## src/rtl/rb_pkg.sv

```systemverilog
// Shared defaults and helpers for the row-buffer / window-forming path.
package rb_pkg;
  localparam int PIXEL_BITS   = 8;
  localparam int IMAGE_WIDTH  = 512;
  localparam int IMAGE_HEIGHT = 512;
  localparam int KERNEL_SIZE  = 5;
  localparam int RB_COUNT     = KERNEL_SIZE - 1;
  localparam int COL_W        = $clog2(IMAGE_WIDTH);
  localparam int ROW_W        = $clog2(IMAGE_HEIGHT);

  // Bit offset of window element (r,c); r=0 is top row, c=0 is left column.
  function automatic int win_off(input int r, input int c, input int k, input int pb);
    return (r * k + c) * pb;
  endfunction
endpackage

```

## src/rtl/window_shift_reg.sv

```systemverilog
// K x K column shift register; a load shifts every column left and appends col_i on the right.
module window_shift_reg import rb_pkg::*; #(
  parameter int PIXEL_BITS  = rb_pkg::PIXEL_BITS,
  parameter int KERNEL_SIZE = rb_pkg::KERNEL_SIZE
) (
  input  logic                                       clk,
  input  logic                                       rst,
  input  logic                                       load_i,
  input  logic [PIXEL_BITS*KERNEL_SIZE-1:0]             col_i,
  output logic [PIXEL_BITS*KERNEL_SIZE*KERNEL_SIZE-1:0] win_d_o
);
  logic [PIXEL_BITS*KERNEL_SIZE*KERNEL_SIZE-1:0] win_q, win_d;

  always_comb begin
    win_d = win_q;
    if (load_i) begin
      for (int r = 0; r < KERNEL_SIZE; r++) begin
        for (int c = 0; c < KERNEL_SIZE; c++) begin
          if (c < KERNEL_SIZE - 1)
            win_d[win_off(r, c, KERNEL_SIZE, PIXEL_BITS) +: PIXEL_BITS] =
              win_q[win_off(r, c + 1, KERNEL_SIZE, PIXEL_BITS) +: PIXEL_BITS];
          else
            win_d[win_off(r, c, KERNEL_SIZE, PIXEL_BITS) +: PIXEL_BITS] =
              col_i[r*PIXEL_BITS +: PIXEL_BITS];
        end
      end
    end
  end

  always_ff @(posedge clk or posedge rst) begin
    if (rst) win_q <= '0;
    else     win_q <= win_d;
  end

  assign win_d_o = win_d;
endmodule

```

## src/rtl/kernel_window_former.sv

```systemverilog
// Assembles a K x K sliding window from the steered row-buffer column plus the live pixel,
// tracking raster position and gating out windows incomplete at the top/left borders.
module kernel_window_former import rb_pkg::*; #(
  parameter int PIXEL_BITS   = rb_pkg::PIXEL_BITS,
  parameter int IMAGE_WIDTH  = rb_pkg::IMAGE_WIDTH,
  parameter int IMAGE_HEIGHT = rb_pkg::IMAGE_HEIGHT,
  parameter int KERNEL_SIZE  = rb_pkg::KERNEL_SIZE,
  parameter int RB_COUNT     = KERNEL_SIZE - 1
) (
  input  logic                                       clk,
  input  logic                                       rst,
  input  logic [PIXEL_BITS-1:0]                      live_pixel,
  input  logic                                       live_valid,
  input  logic                                       frame_start,
  input  logic [PIXEL_BITS*RB_COUNT-1:0]             rb_data,
  input  logic [RB_COUNT-1:0]                        rb_valid,
  output logic [PIXEL_BITS*KERNEL_SIZE*KERNEL_SIZE-1:0] win_data,
  output logic                                       win_valid,
  output logic [$clog2(IMAGE_HEIGHT)-1:0]            win_row,
  output logic [$clog2(IMAGE_WIDTH)-1:0]             win_col,
  output logic                                       frame_done,
  output logic                                       protocol_err
);
  localparam int RW   = $clog2(IMAGE_HEIGHT);
  localparam int CW   = $clog2(IMAGE_WIDTH);
  localparam int WB   = PIXEL_BITS * KERNEL_SIZE * KERNEL_SIZE;
  localparam int HALF = (KERNEL_SIZE - 1) / 2;

  localparam logic [RW-1:0] ROW_LAST = RW'(IMAGE_HEIGHT - 1);
  localparam logic [RW-1:0] ROW_EDGE = RW'(KERNEL_SIZE - 1);
  localparam logic [RW-1:0] ROW_HALF = RW'(HALF);
  localparam logic [CW-1:0] COL_LAST = CW'(IMAGE_WIDTH - 1);
  localparam logic [CW-1:0] COL_EDGE = CW'(KERNEL_SIZE - 1);
  localparam logic [CW-1:0] COL_HALF = CW'(HALF);

  logic [CW-1:0] col_q, col_d, pos_col;
  logic [RW-1:0] row_q, row_d, pos_row;
  logic          win_hit, last_px, rb_bad;
  logic [WB-1:0] shift_next;
  logic [WB-1:0] win_data_q;
  logic          win_valid_q, frame_done_q, protocol_err_q;
  logic [RW-1:0] win_row_q;
  logic [CW-1:0] win_col_q;

  window_shift_reg #(
    .PIXEL_BITS  (PIXEL_BITS),
    .KERNEL_SIZE (KERNEL_SIZE)
  ) u_shift (
    .clk     (clk),
    .rst     (rst),
    .load_i  (live_valid),
    .col_i   ({live_pixel, rb_data}),
    .win_d_o (shift_next)
  );

  // frame_start overrides the counters so the accepted pixel is raster (0,0).
  always_comb begin
    pos_col = frame_start ? '0 : col_q;
    pos_row = frame_start ? '0 : row_q;
    col_d   = col_q;
    row_d   = row_q;
    if (live_valid) begin
      if (pos_col == COL_LAST) begin
        col_d = '0;
        row_d = (pos_row == ROW_LAST) ? '0 : pos_row + 1'b1;
      end else begin
        col_d = pos_col + 1'b1;
        row_d = pos_row;
      end
    end
    win_hit = live_valid && (pos_row >= ROW_EDGE) && (pos_col >= COL_EDGE);
    last_px = live_valid && (pos_row == ROW_LAST) && (pos_col == COL_LAST);
    rb_bad  = live_valid && (pos_row >= ROW_EDGE) && !(&rb_valid);
  end

  always_ff @(posedge clk or posedge rst) begin
    if (rst) begin
      col_q          <= '0;
      row_q          <= '0;
      win_data_q     <= '0;
      win_valid_q    <= 1'b0;
      win_row_q      <= '0;
      win_col_q      <= '0;
      frame_done_q   <= 1'b0;
      protocol_err_q <= 1'b0;
    end else begin
      col_q        <= col_d;
      row_q        <= row_d;
      win_valid_q  <= win_hit;
      frame_done_q <= last_px;
      if (rb_bad) protocol_err_q <= 1'b1;
      if (win_hit) begin
        win_data_q <= shift_next;
        win_row_q  <= pos_row - ROW_HALF;
        win_col_q  <= pos_col - COL_HALF;
      end
    end
  end

  assign win_data     = win_data_q;
  assign win_valid    = win_valid_q;
  assign win_row      = win_row_q;
  assign win_col      = win_col_q;
  assign frame_done   = frame_done_q;
  assign protocol_err = protocol_err_q;
endmodule

```

## config.mk

```make
export PLATFORM = sky130hd
export DESIGN_NAME = kernel_window_former
export DESIGN_NICKNAME = d
export VERILOG_FILES = /design/src/rtl/rb_pkg.sv /design/src/rtl/window_shift_reg.sv /design/src/rtl/kernel_window_former.sv
export SDC_FILE = /design/constraint.sdc
export NUM_CORES = 1
export LEC_CHECK = 0
export BUFFER_PORTS_ARGS = -buffer_cell sky130_fd_sc_hd__clkbuf_2
export CAP_MARGIN = 10
export CORE_MARGIN = 4
export CORE_UTILIZATION = 55
export CTS_CLUSTER_SIZE = 20
export DETAILED_ROUTE_END_ITERATION = 7
export PLACE_DENSITY = 0.89
export SLEW_MARGIN = 20
export SYNTH_ARGS = -nofsm -noshare
export SYNTH_HDL_FRONTEND = slang
export SYNTH_SLANG_ARGS = --single-unit
export TNS_END_PERCENT = 1
```

## constraint.sdc

```tcl
create_clock -name clk -period 20.5 [get_ports clk]
set_input_delay 1.025 -clock clk [delete_from_list [all_inputs] [get_ports clk]]
set_output_delay 1.025 -clock clk [all_outputs]
set_load 0.01 [all_outputs]
```

==> results.md, run 1 <==
Timing:
- The final count of hold timing violations was 0.
- Between clock sinks in the finished design, the worst skew comes to 0.0176 ns.
- Derived from the worst setup path, the maximum achievable clock frequency is 248 MHz.
- The final max-slew violation count is 0.
- The setup TNS is 0 ns.
- The setup violation total in the final timing report is 0.
- The share of the cycle needed by the critical path after routing is 19.7%.
- The relative slew slack is 29.5%.
- The worst path in the final design needs a cycle of 4.04 ns, including I/O delays and setup.
- The slew at the pin closest to its max-slew limit is 1.06 ns.
- The worst hold slack is 0.476 ns.
- Setup repair after global routing left no endpoint under its margin.

Finish:
- The fill cell instance count of the final layout is 2,108.
- The area growth from synthesis to final layout is 17.8%.
- The antenna diode instance count is 0.
- The number of nets in the final layout is 1,407.
- The share of cells above drive strength 1 is 38.7%.

Synth:
- In this run the biggest area consumer among cell types represents 64.1% of the synthesized area.
- After synthesis the netlist holds a flip-flop and latch count of 439.
- The sequential fraction of the synthesis area is 64.1%.
- In this run, synthesis inferred 0 flip-flops with an integrated enable.
- A synthesized cell averages 15.8 sq um.
- By count the netlist is led by dfrtp_1, mux2_1, mux2_2, nand2_1, buf_2.
- The total nets after synthesis is 1,139.
- The number of distinct library cells after synthesis is 48.
- Sorting the synthesized cells by area gives the leading types as dfrtp_1, mux2_1, mux2_2.
- Of all flip-flops after synthesis, the portion carrying an async set or reset was 100%.
- Among all cell types in the netlist, the one instantiated most often is dfrtp_1.
- The most frequently used flop master after synthesis is dfrtp_1.
- The post-synth design cell area is 17,100 sq um.
- The number of warnings issued by yosys is 0.
- The library cell with the largest summed area after synthesis is dfrtp_1.
- The count of mapped cells out of synthesis is 1,082.

Flow run:
- The tool flagged a number of max-cap violations equal to 0.

Clock tree:
- CTS built an H-tree with a depth of 2.
- The clock insertion delay at the later pin of the skew report is 0.53 ns.
- The number of buffers created by CTS is 43.
- In this run, post-CTS repair resized a total of 0 instances.
- Clock tree synthesis selected as its root buffer the cell clkbuf_16.
- The number of buffers inserted to repair setup after CTS is 0.
- TritonCTS built the clock tree.
- The clock net in this run drives a total of 439 sinks.
- Buffers inserted to repair hold after CTS numbered 0.
- The clock tree buffer depth is 3.
- The clock transition at the register clock pins on the worst setup and hold paths after CTS is 0.06 ns.

Pwr:
- IR analysis of the VDD net gives a maximum drop of 0.000113 V.
- The leakage power summed over all cells is 9.34 nW.
- In this run the power density over the cells is 141 nW/um^2.

GRT:
- The initial antenna violation count came to 0.
- The number of global-route vias before repair is 10,500.
- Global routing used 20.3% of the available tracks.
- After global routing the overflow that remains totals 0.
- The pin count of the biggest net entering global routing is 134.
- The first global-routing pass estimated 56,300 um of wire.

Floorplanning:
- Measured along the y axis, the die boundary spans 184 um.
- Once the floorplan was initialized, standard cells occupied 55.8% of the core.
- The row count is 64.
- In this run the horizontal extent of the chip is 184 um.
- The standard cell core area is 30,700 sq um.
- In this run the count of I/O pins placed on the die edge is 269.
- The die covers 34,000 sq um.

Setup path:
- The top fanout value on the critical path is 85.
- At the worst endpoint, the required time is 20.90 ns.
- The stage delay of the slowest cell on the critical path is 0.89 ns.
- The most frequent cell on the critical path is buf_4.
- The slowest library cell on the worst path is buf_4.
- The worst setup path is launched from a flop.
- The signal on the critical path passes through nor4_4 -> nand2_2 -> nand2_8 -> buf_4 -> buf_4 -> mux2_1.
- The type of the worst setup path is reg -> reg.
- The arrival time at the worst endpoint is 4.44 ns.
- The kind of end point of the critical path is a flop.

Routing:
- The via density per instance is 5.49.
- For this run, design rule violations remaining after detail routing come to 0.
- For this block, the via count after detailed routing is 9,744.
- The count of TritonRoute iterations in the first routing pass is 4.
- Summed over all layers, the routed wires come to 34,300 um.
- For this block, the initial DRC count from the detailed router was 518.
- The average detailed-routed wire length per instance is 19.3 um.
- Once detail routing completed, the nets flagged for antenna violations numbered 0.

Place:
- The port buffer count is 268.
- The congestion estimate from routability-driven global placement came to 0.831.
- The HPWL after detailed placement is 22,800 um.

Hold path:
- The worst hold path belongs to the class reg -> reg.

Status:
- The run finished with clean final reports.
cells by family after synthesis:
logic type | Yosys count | synth area share (%)
XOR/XNOR | 6 | 0.307
AND/OR/NAND/NOR | 87 | 2.84
AO/OA/AOI/OAI | 43 | 1.76
adder cells (fa/ha/maj) | 9 | 0.658
flip-flops | 439 | 64.1
buffers and inverters | 76 | 2.56
multiplexers | 422 | 27.7
final timing paths:
kind	to	depth (start not counted)	slack, ns	start
setup reg to reg	win_data[151]	6	16.46	col_q[4]
max in group asynchronous	win_col[8]	5	17.45	rst
min in group asynchronous	win_data[82]	2	0.65	rst
hold / removal	protocol_err	1	0.48	protocol_err
hold reg to reg	protocol_err	1	0.48	protocol_err
setup / recovery	win_data[151]	6	16.46	col_q[4]
registers in the layout, indices dropped and copies added (netlist names):
signal,cells
col_q,9
frame_done,1
protocol_err,1
row_q,9
u_shift.win_q,200
win_col,9
win_data,200
win_row,9
win_valid,1
where the power goes:
| part | switching (mW) | internal (mW) | leakage, nW |
|---|---|---|---|
| clock network | 0.324 | 0.468 | 0.711 |
| registers | 0.169 | 1.16 | 5.22 |
| logic | 0.381 | 0.339 | 3.40 |
| total | 0.874 | 1.97 | 9.34 |
worst max-delay path, delay by kind of cell, from the launching register on:
family,cells,cell delay (ns)
buf+inv,2,1.64
simple gates,3,1.18
flops,1,0.53
mux,1,0.43
placed cells by master (no fill, tap or decap), types with 10 or more instances in the layout:
cell type  count
dfrtp_1      439
clkbuf_2     267
mux2_1       241
mux2_2       178
clkbuf_16     44
nand2_1       24
inv_1         18
nor3_1        13
nand2b_1      10
clkbuf_8      10
metal layers:
layer / GRT usage (%) / vias to the layer above / part of all wire [%]
met5: 0 / - / 0
met4: 5.44 / 0 / 2.4
met3: 6.26 / 71 / 8.1
met2: 32.5 / 289 / 47
met1: 27.4 / 5021 / 42
li1: - / 4363 / -
cell type report:
cell class	instances	area (sq um)	area share [%]
clock buffer	60	1260	6.25
clock inverter	14	180	0.893
inverter	21	86.3	0.428
multi-input combinational	567	5710	28.3
sequential	439	11000	54.4
tap	396	495	2.46
timing repair buffer	278	1460	7.23
per-stage QoR:
step / util, % / instances / cell area [sq um] / total power, mW / worst slack, ns
floorplan: - / 1082 / 17100 / 1.71 / 7.24
global placement: 60.9 / 1699 / 18700 / 2.02 / 16.00
detailed placement: 60.9 / 1699 / 18700 / 2.07 / 15.91
CTS: 65.6 / 1773 / 20100 / 2.88 / 16.46
global route: 65.8 / 1775 / 20200 / 3.00 / 16.23
finish: 65.8 / 1775 / 20200 / 2.84 / 16.46
Note: power is estimated with default switching activity, not from simulation.
==> run 2, diff against run 1 <==
Settings changed: ABC_AREA set to 1, CORE_UTILIZATION 55 to 51, PLACE_DENSITY 0.89 to 0.87.
Clock period 20.5 ns to 3.6 ns, I/O delays scaled along.
==> run 2 against run 1 <==
Compared with the run above:
- area after synthesis grew 0.88%
- routed wire length grew 26%
- core utilization is 3.2 points lower
- die area up 8.4%
- via count grew 44%
- power increased to 4.0 times the previous value
- flip-flop and latch count stayed put
- register-to-register slack got worse by 16 ns
==> results.md, run 2 <==
Floorplanning:
- Measured along the x axis, the die boundary spans 192 um.
- Measured along the y axis, the die boundary spans 192 um.
- The die covers 36,900 sq um.
- During I/O placement, the number of pins put on the boundary was 269.
- The initial standard-cell utilization of the core is 51.7%.
- The total area inside the core boundary comes to 33,400 sq um.
- The initialized floorplan defines 67 standard-cell rows.

Finish:
- The antenna diode instance count is 0.
- The finished cells cover 20,900 sq um.
- The library cells used most frequently in the layout, excluding fill and tap cells, are nand2_1, dfrtp_1, clkbuf_2, inv_1, o21ai_0.
- The library cell used most frequently in the layout, excluding fill and tap cells, is nand2_1.
- Relative to the synthesized area, the layout overhead comes to 21.1%.
- The final core utilization is 62.6%.
- The share of cells above drive strength 1 is 16.1%.
- The net count of the finished layout is 2,336.
- For this run, the number of standard cells in the final layout without fillers is 2,760.

Timing:
- The setup clock skew after layout is 0.0142 ns.
- Setup repair after global routing left no endpoint under its margin.
- The final max-slew violation count was 0.
- The worst hold slack is 0.0845 ns.
- The final count of hold timing violations was 0.
- In the finished design, the share of the clock period the worst path needs comes to 73.3%.
- The slew at the pin closest to its max-slew limit is 0.925 ns.
- The setup TNS is 0 ns.
- Static timing analysis puts the maximum clock frequency at 379 MHz.
- After layout, the minimum clock period comes to 2.64 ns.
- The setup violation total in the final timing report is 0.
- The worst path meets setup with 0.963 ns of slack.
- The relative slew slack is 38.4%.

Place:
- Summed over all nets, the half-perimeter wirelength after detailed placement is 26,900 um.
- The post-detailed-placement cell area is 18,900 sq um.
- At the end of routability-driven placement, the weighted congestion stood at 0.840.
- Once placement completed, the tool counted placed cells totaling 2,633.
- At the placement stage, the worst setup path has a slack of 0.842 ns.
- The port buffer count is 268.

Clock tree:
- The number of setup buffers added after CTS is 0.
- The number of gates resized after CTS was 0.
- Counting every sink on the clock net gives 439.
- The clock passes through at most 3 buffers.
- The H-tree was split into 2 levels.
- Clock tree synthesis inserted a total of 45 buffers.
- The clock insertion delay at the later pin of the skew report is 0.54 ns.
- The clock transition at the register clock pins on the worst setup and hold paths after CTS is 0.06 ns.
- The clock tree from TritonCTS is built.
- Clock tree synthesis selected as its root buffer the cell clkbuf_16.

Setup path:
- The stage delay of the slowest cell on the critical path is 0.32 ns.
- The worst setup path is of the reg -> reg kind.
- For the worst setup path, the data arrival time is 3.01 ns.
- The cell family contributing the most delay on the critical path is simple AND/OR/NAND/NOR gates.
- The slowest library cell on the worst path is dfrtp_1.
- Of all nets on the critical path, the largest fanout is 7.
- The startpoint kind of the worst setup timing path is a flop.
- STA puts the critical path data required time at 3.97 ns.
- The critical path goes through inv_1 -> nor2_1 -> ha_1 -> nand2_1 -> nor3_1 -> nand2_1 -> nor2_1 -> ha_1 -> inv_1 -> nor3_1 -> nand3_1 -> nand3_1 -> o21ai_0.
- The critical path contains buffers and inverters numbering 2 combined.
- The kind of end point of the critical path is a flop.

Hold path:
- In this run the worst hold path is classified as in -> reg.

Pwr:
- The power density over cell area is 547 nW/um^2.
- The total chip power is 11.4 mW.
- The leakage power summed over all cells is 12.1 nW.
- The worst-case vdd ir drop is 0.000453 V.

Routing:
- After detailed routing, the average wire length per cell comes to 15.6 um.
- The wire length after detailed routing is 43,200 um.
- The via density per instance is 5.08.
- Detailed routing inserted a total of 14,000 vias.
- For this block, the initial DRC count from the detailed router was 997.
- The number of routed nets with antenna violations is 0.
- For this run, design rule violations remaining after detail routing come to 0.
- The count of TritonRoute iterations in the first routing pass is 5.

Synth:
- Each instance of the synthesized netlist takes up on average 8.68 sq um.
- After technology mapping, the gate count stands at 1,991.
- The total nets after synthesis is 2,048.
- The most common cell in the synthesized netlist is nand2_1.
- The flop and latch count out of synthesis is 439.
- The post-synth design cell area is 17,300 sq um.
- The synthesized design spends more area on one cell type than any other, namely dfrtp_1.
- The number of distinct library cells after synthesis is 30.
- The sequential fraction of the synthesis area is 63.6%.
- The commonest cells after synthesis are nand2_1, dfrtp_1, inv_1, o21ai_0, clkbuf_1.
- Yosys mapped a number of flops with a built-in enable equal to 0.
- The most frequently used flop master after synthesis is dfrtp_1.
- The share of synthesized area in the top cell type comes to 63.6%.
- By area the synthesized netlist is led by dfrtp_1, nand2_1, o21ai_0.
- The number of warnings issued by yosys is 0.
- The proportion of register bits with asynchronous set or reset after synthesis is 100%.

GRT:
- Entering global routing, the biggest net connects 120 pins.
- The overall fraction of global-route tracks in use is 23.2%.
- The residual overflow from global routing is 0.
- The first global-routing pass estimated 70,200 um of wire.
- The initial antenna violation count is 0.
- The number of global-route vias before repair is 14,000.

Flow run:
- The number of max-cap violations is 0.

Status:
- The flow ran to the end, and the final reports show no timing, DRC or antenna violations.
run 2: cell families after synthesis:
logic type               share of synthesized area (%)
XOR/XNOR                                         0.304
adder cells (fa/ha/maj)                          0.652
buffers and inverters                             4.41
AND/OR/NAND/NOR                                   29.4
flip-flops                                        63.6
AO/OA/AOI/OAI                                     1.61
run 2: path summary, 6_finish.rpt:
path,end,start,depth (start not counted),slack (ns)
setup / recovery,row_q[4],col_q[1],13,0.96
hold / removal,win_row[0],frame_start,4,0.08
setup reg to reg,row_q[4],col_q[1],13,0.96
hold reg to reg,u_shift.win_q[80],u_shift.win_q[80],2,0.47
max in group asynchronous,u_shift.win_q[103],rst,4,2.20
min in group asynchronous,row_q[4],rst,3,0.34
run 2: cell type report:
class / instances / area [sq um]
clock buffers: 66 / 1340
clock inverters: 14 / 186
fillers: 2616 / 12500
inverters: 57 / 223
multi-input cells: 1399 / 5550
flip-flops and latches: 439 / 11000
well taps: 448 / 561
repair buffers: 337 / 2090
run 2: tightest hold or removal path: cells and delay by family:
family	cells	cell delay, ns
buffers and inverters	1	0.15
AND/OR/NAND/NOR	3	0.23
run 2: power breakdown:
group / switching [mW] / internal, mW / leakage (nW) / total (mW)
combinational: 0.713 / 0.375 / 5.56 / 1.09
sequential: 0.240 / 5.37 / 5.81 / 5.61
clock: 1.88 / 2.86 / 0.745 / 4.74
run 2: what timing repair did:
action,CTS,global route
hold endpoints to repair,98,0
setup endpoints to repair,0,0
hold buffers,47,0
run 2: per-layer routing:
metal	global-route usage (%)	vias to the layer above	part of all wire, %
li1	-	6618	-
met1	30.4	6772	40
met2	38.6	538	49
met3	5.31	96	8.0
met4	7.52	0	3.0
met5	0	-	0
